File: src/rtl/bus_xbar.sv
// NUM_MASTERS x NUM_SLAVES crossbar for the valid/ready memory bus: address decode,
// per-master replay buffers, per-slave arbitration and decode-error responses.
module bus_xbar #(
  parameter int NUM_MASTERS = 2,
  parameter int NUM_SLAVES  = 4,
  parameter logic [NUM_SLAVES*32-1:0] SLAVE_BASE =
    {32'h80000000, 32'h02000000, 32'h10000000, 32'h00000000},
  parameter logic [NUM_SLAVES*32-1:0] SLAVE_TOP =
    {32'h90000000, 32'h020C0000, 32'h10001000, 32'h00010000},
  parameter int ARB_MODE = 0
) (
  input  logic                       clock,
  input  logic                       reset,
  input  logic [NUM_MASTERS-1:0]     m_valid,
  input  logic [NUM_MASTERS-1:0]     m_instr,
  input  logic [NUM_MASTERS*32-1:0]  m_addr,
  input  logic [NUM_MASTERS*32-1:0]  m_wdata,
  input  logic [NUM_MASTERS*4-1:0]   m_wstrb,
  output logic [NUM_MASTERS*32-1:0]  m_rdata,
  output logic [NUM_MASTERS-1:0]     m_ready,
  output logic [NUM_MASTERS-1:0]     m_error,
  output logic [NUM_SLAVES-1:0]      s_valid,
  output logic [NUM_SLAVES-1:0]      s_instr,
  output logic [NUM_SLAVES*32-1:0]   s_addr,
  output logic [NUM_SLAVES*32-1:0]   s_wdata,
  output logic [NUM_SLAVES*4-1:0]    s_wstrb,
  input  logic [NUM_SLAVES*32-1:0]   s_rdata,
  input  logic [NUM_SLAVES-1:0]      s_ready
);
  localparam int MW = (NUM_MASTERS > 1) ? $clog2(NUM_MASTERS) : 1;
  localparam int SW = (NUM_SLAVES > 1) ? $clog2(NUM_SLAVES) : 1;

  localparam logic [1:0] ST_IDLE = 2'd0;
  localparam logic [1:0] ST_PEND = 2'd1;
  localparam logic [1:0] ST_WAIT = 2'd2;
  localparam logic [1:0] ST_ERR  = 2'd3;

  // Returns {hit, index}; scanning downwards lets the lowest matching slave win.
  function automatic logic [SW:0] decode(input logic [31:0] addr);
    logic [SW:0] r;
    r = '0;
    for (int s = NUM_SLAVES - 1; s >= 0; s--)
      if (addr >= SLAVE_BASE[s*32 +: 32] && addr < SLAVE_TOP[s*32 +: 32])
        r = {1'b1, SW'(s)};
    return r;
  endfunction

  logic [1:0]    state      [NUM_MASTERS];
  logic [SW-1:0] tgt_q      [NUM_MASTERS];
  logic          pend_instr [NUM_MASTERS];
  logic [31:0]   pend_addr  [NUM_MASTERS];
  logic [31:0]   pend_wdata [NUM_MASTERS];
  logic [3:0]    pend_wstrb [NUM_MASTERS];

  logic          busy   [NUM_SLAVES];
  logic [MW-1:0] owner  [NUM_SLAVES];
  logic [MW-1:0] rr_ptr [NUM_SLAVES];

  logic          dec_hit   [NUM_MASTERS];
  logic [SW-1:0] dec_idx   [NUM_MASTERS];
  logic          req       [NUM_MASTERS];
  logic [SW-1:0] req_tgt   [NUM_MASTERS];
  logic          req_instr [NUM_MASTERS];
  logic [31:0]   req_addr  [NUM_MASTERS];
  logic [31:0]   req_wdata [NUM_MASTERS];
  logic [3:0]    req_wstrb [NUM_MASTERS];
  logic          granted   [NUM_MASTERS];
  logic          gnt_s     [NUM_SLAVES];
  logic [MW-1:0] win       [NUM_SLAVES];

  // Request view: a PEND buffer and a fresh IDLE request compete on equal terms.
  always_comb begin
    for (int m = 0; m < NUM_MASTERS; m++) begin
      {dec_hit[m], dec_idx[m]} = decode(m_addr[m*32 +: 32]);
      if (state[m] == ST_PEND) begin
        req[m]       = 1'b1;
        req_tgt[m]   = tgt_q[m];
        req_instr[m] = pend_instr[m];
        req_addr[m]  = pend_addr[m];
        req_wdata[m] = pend_wdata[m];
        req_wstrb[m] = pend_wstrb[m];
      end else begin
        req[m]       = m_valid[m] && (state[m] == ST_IDLE) && dec_hit[m];
        req_tgt[m]   = dec_idx[m];
        req_instr[m] = m_instr[m];
        req_addr[m]  = m_addr[m*32 +: 32];
        req_wdata[m] = m_wdata[m*32 +: 32];
        req_wstrb[m] = m_wstrb[m*4 +: 4];
      end
    end
  end

  // A slave is grantable when idle or when its current response lands this cycle.
  always_comb begin
    int c;
    c = 0;
    for (int s = 0; s < NUM_SLAVES; s++) begin
      gnt_s[s] = 1'b0;
      win[s]   = '0;
      if (!busy[s] || s_ready[s]) begin
        if (ARB_MODE == 0) begin
          for (int m = 0; m < NUM_MASTERS; m++)
            if (req[m] && req_tgt[m] == SW'(s)) begin
              gnt_s[s] = 1'b1;
              win[s]   = MW'(m);
            end
        end else begin
          for (int k = NUM_MASTERS; k >= 1; k--) begin
            c = (int'(rr_ptr[s]) + k) % NUM_MASTERS;
            if (req[c] && req_tgt[c] == SW'(s)) begin
              gnt_s[s] = 1'b1;
              win[s]   = MW'(c);
            end
          end
        end
      end
    end
    for (int m = 0; m < NUM_MASTERS; m++) granted[m] = 1'b0;
    for (int s = 0; s < NUM_SLAVES; s++)
      if (gnt_s[s]) granted[win[s]] = 1'b1;
  end

  always_comb begin
    s_valid = '0;
    s_instr = '0;
    s_addr  = '0;
    s_wdata = '0;
    s_wstrb = '0;
    for (int s = 0; s < NUM_SLAVES; s++)
      if (gnt_s[s]) begin
        s_valid[s]          = 1'b1;
        s_instr[s]          = req_instr[win[s]];
        s_addr[s*32 +: 32]  = req_addr[win[s]] - SLAVE_BASE[s*32 +: 32];
        s_wdata[s*32 +: 32] = req_wdata[win[s]];
        s_wstrb[s*4 +: 4]   = req_wstrb[win[s]];
      end
  end

  always_comb begin
    m_ready = '0;
    m_error = '0;
    m_rdata = '0;
    for (int m = 0; m < NUM_MASTERS; m++) begin
      if (state[m] == ST_WAIT && s_ready[tgt_q[m]] && busy[tgt_q[m]] &&
          owner[tgt_q[m]] == MW'(m)) begin
        m_ready[m]          = 1'b1;
        m_rdata[m*32 +: 32] = s_rdata[int'(tgt_q[m])*32 +: 32];
      end else if (state[m] == ST_ERR) begin
        m_ready[m] = 1'b1;
        m_error[m] = 1'b1;
      end
    end
  end

  always_ff @(posedge clock) begin
    if (!reset) begin
      for (int m = 0; m < NUM_MASTERS; m++) begin
        state[m]      <= ST_IDLE;
        tgt_q[m]      <= '0;
        pend_instr[m] <= 1'b0;
        pend_addr[m]  <= '0;
        pend_wdata[m] <= '0;
        pend_wstrb[m] <= '0;
      end
      for (int s = 0; s < NUM_SLAVES; s++) begin
        busy[s]   <= 1'b0;
        owner[s]  <= '0;
        rr_ptr[s] <= '0;
      end
    end else begin
      for (int m = 0; m < NUM_MASTERS; m++) begin
        case (state[m])
          ST_IDLE:
            if (m_valid[m]) begin
              if (!dec_hit[m]) begin
                state[m] <= ST_ERR;
              end else begin
                tgt_q[m] <= dec_idx[m];
                if (granted[m]) begin
                  state[m] <= ST_WAIT;
                end else begin
                  state[m]      <= ST_PEND;
                  pend_instr[m] <= m_instr[m];
                  pend_addr[m]  <= m_addr[m*32 +: 32];
                  pend_wdata[m] <= m_wdata[m*32 +: 32];
                  pend_wstrb[m] <= m_wstrb[m*4 +: 4];
                end
              end
            end
          ST_PEND: if (granted[m]) state[m] <= ST_WAIT;
          ST_WAIT: if (m_ready[m]) state[m] <= ST_IDLE;
          default: state[m] <= ST_IDLE;
        endcase
      end
      for (int s = 0; s < NUM_SLAVES; s++) begin
        if (gnt_s[s]) begin
          busy[s]   <= 1'b1;
          owner[s]  <= win[s];
          rr_ptr[s] <= win[s];
        end else if (s_ready[s]) begin
          busy[s] <= 1'b0;
        end
      end
    end
  end

endmodule

File: config.mk
export PLATFORM = sky130hd
export DESIGN_NAME = bus_xbar
export DESIGN_NICKNAME = d
export VERILOG_FILES = /design/src/rtl/bus_xbar.sv
export SDC_FILE = /design/constraint.sdc
export NUM_CORES = 1
export LEC_CHECK = 0
export CORE_AREA = 2 2 243 245
export DETAILED_ROUTE_END_ITERATION = 12
export DIE_AREA = 0 0 245 247
export GPL_TIMING_DRIVEN = 1
export PLACE_DENSITY = 0.52
export SYNTH_ARGS = -nofsm -noshare
export SYNTH_HDL_FRONTEND = slang
export SYNTH_SLANG_ARGS = --single-unit
File: constraint.sdc
create_clock -name clock -period 6.12 [get_ports clock]
set_input_delay 0.612 -clock clock [delete_from_list [all_inputs] [get_ports clock]]
set_output_delay 0.612 -clock clock [all_outputs]
set_load 0.05 [all_outputs]
* After elaboration in Yosys (flattened, before gate mapping)
Memory sizes are Yosys's and may differ from the RTL's.
Cells that the tools add are included.
** Storage, ports and cells
- Word-level logic and storage cells :: 392
- Bits of input ports :: 274
- Memories kept :: 8
- Flip-flop bits (word level) :: 0
- Bits in writable memories :: 154
- Output and inout port bits :: 348
** Memories
- pend_addr :: depth 2, width 32, rd ports 2, clocked after memory_dff 0, wr ports 2, line 51 : logic [31:0] pend_addr [NUM_MASTERS];
- pend_wdata :: depth 2, width 32, rd ports 2, clocked after memory_dff 0, wr ports 2, line 52 : logic [31:0] pend_wdata [NUM_MASTERS];
- pend_wstrb :: depth 2, width 4, rd ports 2, clocked after memory_dff 0, wr ports 2, line 53 : logic [3:0] pend_wstrb [NUM_MASTERS];
- busy :: depth 4, width 1, rd ports 6, clocked after memory_dff 0, wr ports 4, line 55 : logic busy [NUM_SLAVES];
- owner :: depth 4, width 1, rd ports 2, clocked after memory_dff 0, wr ports 4, line 56 : logic [MW-1:0] owner [NUM_SLAVES];
- state :: depth 2, width 2, rd ports 2, clocked after memory_dff 0, wr ports 2, line 48 : logic [1:0] state [NUM_MASTERS];
- +2 memories
** Operators by class
- Eq/ne operators :: 12
- Shift operators :: 2
- Muxes and demuxes :: 255
- Bitwise gates (word level) :: 42
- Add/subtract/negate cells :: 3
- Order comparisons :: 26
- Reduce and logical (&&, ||, !) cells :: 44
** Operators by type and width (number)
- $mux W32 :: 42
- $shiftx A128 B8 Y32 :: 2
- $mux W1 :: 159
- $mux W4 :: 20
- $ge A32 B1 Y1 const B :: 2
- $ge A32 B26 Y1 const B :: 2
- $ge A32 B29 Y1 const B :: 2
- $ge A32 B32 Y1 const B :: 2
- $lt A32 B17 Y1 const B :: 2
- $lt A32 B26 Y1 const B :: 2
- $lt A32 B29 Y1 const B :: 2
- $lt A32 B32 Y1 const B :: 2
- $mux W2 :: 20
- $or A1 B1 Y1 :: 34
- $sub A32 B26 Y32 const B :: 1
- $sub A32 B29 Y32 const B :: 1
- $sub A32 B32 Y32 const B :: 1
- $logic_and A1 B1 Y1 :: 30
- $mux W3 :: 8
- $eq A2 B2 Y1 const B :: 8
- $eq A2 B1 Y1 const B :: 4
- $ge A2 B2 Y1 const B :: 4
- $logic_not A2 Y1 :: 4
- $lt A2 B1 Y1 const B :: 4
- other kinds (9) :: 26

* Logic depth before layout (Yosys ltp)
- Depth in word-level cells :: 34
- Mapped depth :: 13
- Depth with buffers taken out :: 11

* Least setup slack after synthesis
Ideal clock, no wire load.
- Kind :: input to output
- From :: input port m_addr[63]
- To :: output port s_addr[95]
- Required time :: 5508 ps
- Data arrival time :: 4026 ps
- Cell stages on the path :: 13
- Buffers on the path :: 2
- Setup slack :: 1482 ps
- Cells stage by stage :: nor4_1 > nand4_1 > a2111oi_2 > o211ai_1 > nor2_1 > buf_2 > clkbuf_1 > mux2_2 > ha_1 > nand3_1 > mux2i_1 > o21ai_0 > mux2i_1
** Between the ends
- Cells in the longest elaborated chain, start to end :: 17
- Elaborated cells on any way between the ends :: 32
- Classes of those cells :: 1 x add/sub; 8 x order compare; 1 x eq/ne; 15 x mux; 1 x bitwise; 6 x reduce/logical
** RTL lines
- start: declaration :: line 16 : input logic [NUM_MASTERS*32-1:0] m_addr,
- $ge A32 B32 Y1 or $lt A32 B32 Y1 (tied branches) :: line 43 : if (addr >= SLAVE_BASE[s*32 +: 32] && addr < SLAVE_TOP[s*32 +: 32])
- $logic_and A1 B1 Y1 :: line 43
- $mux W3 (4 in a row) :: line 43
- $mux W2 or $logic_and A1 B1 Y1 (tied branches) :: line 75, 83
- $eq A2 B2 Y1 or $mux W1 (tied branches) :: line 103, 75
- $logic_and A1 B1 Y1 :: line 103 : if (req[m] && req_tgt[m] == SW'(s)) begin
- $mux W1 :: line 103
- $mux W1 :: line 100 : if (!busy[s] || s_ready[s]) begin
- $not A1 Y2 (not written as such) :: line 133 : s_addr[s*32 +: 32] = req_addr[win[s]] - SLAVE_BASE[s*32 +: 32];
- $mux W32 (not written as such) (3 in a row) :: line 133
- $sub A32 B26 Y32 :: line 133
- $mux W32 * :: line 130 : if (gnt_s[s]) begin
- end: declaration :: line 24 : output logic [NUM_SLAVES*32-1:0] s_addr,
Every way passes the cells marked *; elsewhere a longest branch is shown, timed or not. The select of a mux whose other input is x is not followed.

* Final worst setup path
- From :: input port m_addr[63]
- To :: output port s_addr[87]
** Between the ends
- Cells in the longest elaborated chain, start to end :: 17
- Elaborated cells on any way between the ends :: 31
- Classes of those cells :: 1 x add/sub; 8 x order compare; 1 x eq/ne; 14 x mux; 1 x bitwise; 6 x reduce/logical
** RTL lines (line)
- $ge A32 B32 Y1 or $lt A32 B32 Y1 (tied branches) :: 43
- $logic_and A1 B1 Y1 :: 43
- $mux W3 (3 in a row) :: 43
- $mux W3 * :: 43
- $mux W2 or $logic_and A1 B1 Y1 (tied branches) :: 75, 83
- $eq A2 B2 Y1 or $mux W1 (tied branches) :: 103, 75
- $logic_and A1 B1 Y1 * :: 103
- $mux W1 :: 103
- $mux W1 :: 100
- $not A1 Y2 (not written as such) :: 133
- $mux W32 (not written as such) (3 in a row) :: 133
- $sub A32 B26 Y32 :: 133
- $mux W32 * :: 130
Marked as above.

==> impl_metrics.py <==
metrics = {
    "die": {
        "core_um2": 58200,
        "ioPinCount": 622,
        "chipWidth_um": 245,
        "placement_rows": 89,
        "die_y_um": 247,
        "floorplan.initialDensity": 0.219,
        "total_die_area_um2": 60500,
    },
    "synthesis": {
        "most_used_dff_post_synth": "sky130_fd_sc_hd__edfxtp_1",
        "synth_area_per_cell_um2": 10.3,
        "post_synth_instance_area_um2": 12700,
        "async_reset_ff_frac": 0,
        "synthCells": 1233,
        "number_of_storage_elements_in_the_synthesis_netlist": 154,
        "synth_enable_flop_cells": 148,
        "syn-num-nets": 1509,
        "synth_cell_types": 60,
        "synth_warnings": 0,
        "synth_seq_area_share": 0.358,
    },
    "sta": {
        "hold-worst-slack_ns": 0.482,
        "final_min_period_over_clock_period": 0.907,
        "fin_skew_ns": 0.0157,
        "finalMaxSlewViolations": 0,
        "setup_tns_ns": 0,
        "layout_min_cycle_time_ns": 5.55,
        "final_hold_viol_count": 0,
        "clock.fmax_mhz": 180,
        "slew_headroom": 0.336,
        "finalWorstSetupSlack_ns": 0.572,
        "final_setup_violating_endpoints": 0,
        "setup_repair_after_global_routing_missed_its_margin": "no",
        "worstMarginPinSlew_ns": 0.996,
    },
    "clock_tree": {
        "post_cts_buffers": 0,
        "cts.hold.buffers_added": 0,
        "cts_num_sinks": 154,
        "clock_tree_from_tritoncts": "built",
        "cts.htree.levels": 4,
        "cts_resized": 0,
        "clock_latency_ns": 0.48,
        "clock_path_buffers": 2,
        "cts.clk_slew.worst_paths_ns": 0.06,
        "cts-root-buf": "sky130_fd_sc_hd__clkbuf_16",
        "cts_buffers": 17,
    },
    "drt": {
        "drt_iter0_drc": 917,
        "routedWlPerCell_um": 24.0,
        "drt_first_pass_iters": 6,
        "postRouteAntennaNets": 0,
        "routed-via-count": 13300,
        "post-route-drc-count": 0,
        "wirelength_um": 61600,
        "drt-vias-per-instance": 5.16,
    },
    "critical_path": {
        "critPathArrivalTime_ns": 4.94,
        "worst-r2r-cell-count": 9,
        "setup.worst_path.start": "m_addr[63]",
        "r2r_slack_ns": 1.91,
        "critPathRequiredTime_ns": 5.51,
        "worst_r2r_startpoint": "state[1][0]",
        "timing.critical_path.fanout_max": 21,
        "critical-path-top-cell-by-count": "sky130_fd_sc_hd__clkdlybuf4s50_1",
        "critPathKind": "input pin to output pin",
        "crit_cells": 10,
        "worstSetupEndpointType": "output pin",
        "slowest_delay_ns": 0.91,
        "cp_slowest_cell": "sky130_fd_sc_hd__clkdlybuf4s50_1",
        "timing.critical_path.max_delay_family": "buffers and inverters",
        "crit_chain": "clkdlybuf4s50_1, nor4_1, nand4_1, a2111oi_2, o211ai_1, nor2_4, buf_4, nor2b_1, a211oi_1, clkdlybuf4s50_1",
        "cp-start-kind": "input pin",
        "critical_path.n_buffers_inverters": 3,
    },
    "global_route": {
        "overflow": 0,
        "grt_util_all_layers": 0.196,
        "antenna_violations_before_repair": 2,
        "grt_pass1_vias": 13500,
        "grt_pass1_wl_um": 88300,
        "grt_max_degree": 89,
    },
    "finish": {
        "area_delta_synth_final_pct": 59.6,
        "finalInstanceArea_um2": 20300,
        "layout.nets": 2057,
        "fin_cells": 2569,
        "drive_above_1_share": 0.0892,
    },
    "power": {
        "power-per-cell-area_nw_per_um2": 308,
        "worst_vdd_ir_v": 0.000215,
        "cellLeakagePower_nw": 6.90,
    },
    "min_path": {
        "worst_hold_path_type": "flip-flop to flip-flop",
        "hold_path_depth": 2,
        "hold_path_startpoint": "owner[1]",
    },
    "placement": {
        "post-dp-hpwl_um": 45300,
        "pre_cts_ws_ns": 0.634,
        "place_area_um2": 19800,
        "routabilityCongestion": 0.860,
        "numPlacedInstances": 2535,
        "place.port_buffers": 621,
    },
    "job": {
        "drv_cap": 0,
    },
    "run_status": {
        "outcome": "completed",
    },
}
==> layout by cell type, fill, tap and decap left out, types with 7 or more instances in the layout <==
cell,Yosys,final
sky130_fd_sc_hd__clkdlybuf4s50_1,0,616
sky130_fd_sc_hd__nor2b_1,271,270
sky130_fd_sc_hd__o22ai_1,206,206
sky130_fd_sc_hd__edfxtp_1,148,148
sky130_fd_sc_hd__mux2i_1,145,145
sky130_fd_sc_hd__a211oi_1,64,64
sky130_fd_sc_hd__mux4_2,64,64
sky130_fd_sc_hd__nand2_1,34,30
sky130_fd_sc_hd__nor2_1,31,30
sky130_fd_sc_hd__buf_4,3,27
sky130_fd_sc_hd__clkbuf_16,0,17
sky130_fd_sc_hd__nand2b_1,13,11
sky130_fd_sc_hd__nand3_1,11,11
sky130_fd_sc_hd__inv_1,10,10
sky130_fd_sc_hd__a21oi_1,9,9
sky130_fd_sc_hd__o21ai_0,8,8
sky130_fd_sc_hd__buf_12,0,8
sky130_fd_sc_hd__nor4_1,7,7
sky130_fd_sc_hd__nor3_1,7,7
sky130_fd_sc_hd__a31oi_1,7,7
==> area by class of cell <==
cell class                 instances  area, um2
clock buffer                      18        429
antenna                            2       5.00
sequential                       154       4560
clock inverter                    14        129
inverter                          10       37.5
multi-input combinational        947       7670
tap                              773        967
fill                            5891      37900
timing repair buffer             651       6530
==> cells by family (layout without fill, tap and decap cells) <==
family / after synthesis / in the layout / share of synthesized area
and+or+nand+nor: 407 / 407 / 0.189
AOI/OAI and AO/OA: 318 / 318 / 0.168
muxes: 215 / 215 / 0.232
DFF: 154 / 154 / 0.358
buffers and inverters: 132 / 693 / 0.0469
xor gates and xnor gates: 5 / 5 / 0.00344
adders and majority gates: 2 / 2 / 0.00196
other: 0 / 2 / 0
==> routing by layer <==
metal,wire (um),global-route usage,vias to the layer above,share of wire
met2,30300,0.336,662,0.49
met3,4560,0.0444,88,0.074
met5,0,0,-,0
met4,1760,0.0775,0,0.029
li1,-,-,5916,-
met1,24900,0.238,6584,0.40
==> metrics by stage <==
step           utilization  power (mW)
2_1_floorplan            -        3.82
3_3_place_gp         0.340        5.20
3_5_place_dp         0.340        5.21
4_1_cts              0.349        6.31
5_1_grt              0.349        6.51
6_report             0.349        6.26
==> flip-flops by register name, summed over array words and instances (netlist names) <==
| signal | cells |
|---|---|
| busy | 4 |
| owner | 4 |
| pend_addr | 64 |
| pend_instr | 2 |
| pend_wdata | 64 |
| pend_wstrb | 8 |
| state | 4 |
| tgt_q | 4 |
==> where the power goes <==
| group | total [mW] | switching [mW] | leakage (nW) | internal (mW) |
|---|---|---|---|---|
| Combinational | 3.92 | 2.59 | 5.05 | 1.33 |
| Clock | 1.06 | 0.528 | 0.275 | 0.535 |
| Sequential | 1.27 | 0.0422 | 1.58 | 1.23 |
| Total | 6.26 | 3.16 | 6.90 | 3.09 |
==> cells in the mapped netlist, types with 2 or more instances <==
cell type / number / area share
sky130_fd_sc_hd__mux4_2: 64 / 0.11
sky130_fd_sc_hd__nand3_1: 11 / 0.0043
sky130_fd_sc_hd__or3_1: 3 / 0.0015
sky130_fd_sc_hd__and3_1: 4 / 0.0020
sky130_fd_sc_hd__nor2_1: 31 / 0.0091
sky130_fd_sc_hd__ha_1: 2 / 0.0020
sky130_fd_sc_hd__inv_1: 10 / 0.0029
sky130_fd_sc_hd__a211oi_1: 64 / 0.038
sky130_fd_sc_hd__o211ai_1: 2 / 0.0012
sky130_fd_sc_hd__a2111oi_2: 2 / 0.0024
sky130_fd_sc_hd__buf_1: 21 / 0.0062
sky130_fd_sc_hd__o22ai_1: 206 / 0.10
sky130_fd_sc_hd__clkbuf_1: 80 / 0.024
sky130_fd_sc_hd__a211o_1: 2 / 0.0014
sky130_fd_sc_hd__mux2_2: 6 / 0.0053
sky130_fd_sc_hd__and2_1: 6 / 0.0029
sky130_fd_sc_hd__o21ai_0: 8 / 0.0031
sky130_fd_sc_hd__nand2_1: 34 / 0.010
sky130_fd_sc_hd__mux2i_1: 145 / 0.11
sky130_fd_sc_hd__or4_1: 2 / 0.0012
sky130_fd_sc_hd__nand4_1: 3 / 0.0015
sky130_fd_sc_hd__xnor2_1: 5 / 0.0034
sky130_fd_sc_hd__a31o_2: 2 / 0.0014
sky130_fd_sc_hd__a31oi_1: 7 / 0.0034
sky130_fd_sc_hd__a21oi_1: 9 / 0.0035
sky130_fd_sc_hd__dfxtp_1: 6 / 0.0094
sky130_fd_sc_hd__and4b_1: 2 / 0.0016
sky130_fd_sc_hd__buf_2: 7 / 0.0027
sky130_fd_sc_hd__nand2b_1: 13 / 0.0064
sky130_fd_sc_hd__buf_6: 11 / 0.0097
sky130_fd_sc_hd__or2_2: 3 / 0.0015
sky130_fd_sc_hd__nor3b_1: 3 / 0.0018
sky130_fd_sc_hd__nor2b_1: 271 / 0.13
sky130_fd_sc_hd__nor4_1: 7 / 0.0034
sky130_fd_sc_hd__buf_4: 3 / 0.0018
sky130_fd_sc_hd__edfxtp_1: 148 / 0.35
sky130_fd_sc_hd__nor3_1: 7 / 0.0027
==> path summary, 6_finish.rpt <==
check / endpoint
max: s_addr[87]
min: owner[1]
min reg2reg: owner[1]
max reg2reg: pend_addr[0][26]
==> tightest hold or removal path, stage by stage, from the launching register on <==
cell,delay (ns)
sky130_fd_sc_hd__dfxtp_1,0.33
sky130_fd_sc_hd__nand2_1,0.06
sky130_fd_sc_hd__a21oi_1,0.05
No activity file was read; power rests on OpenSTA's default activity.
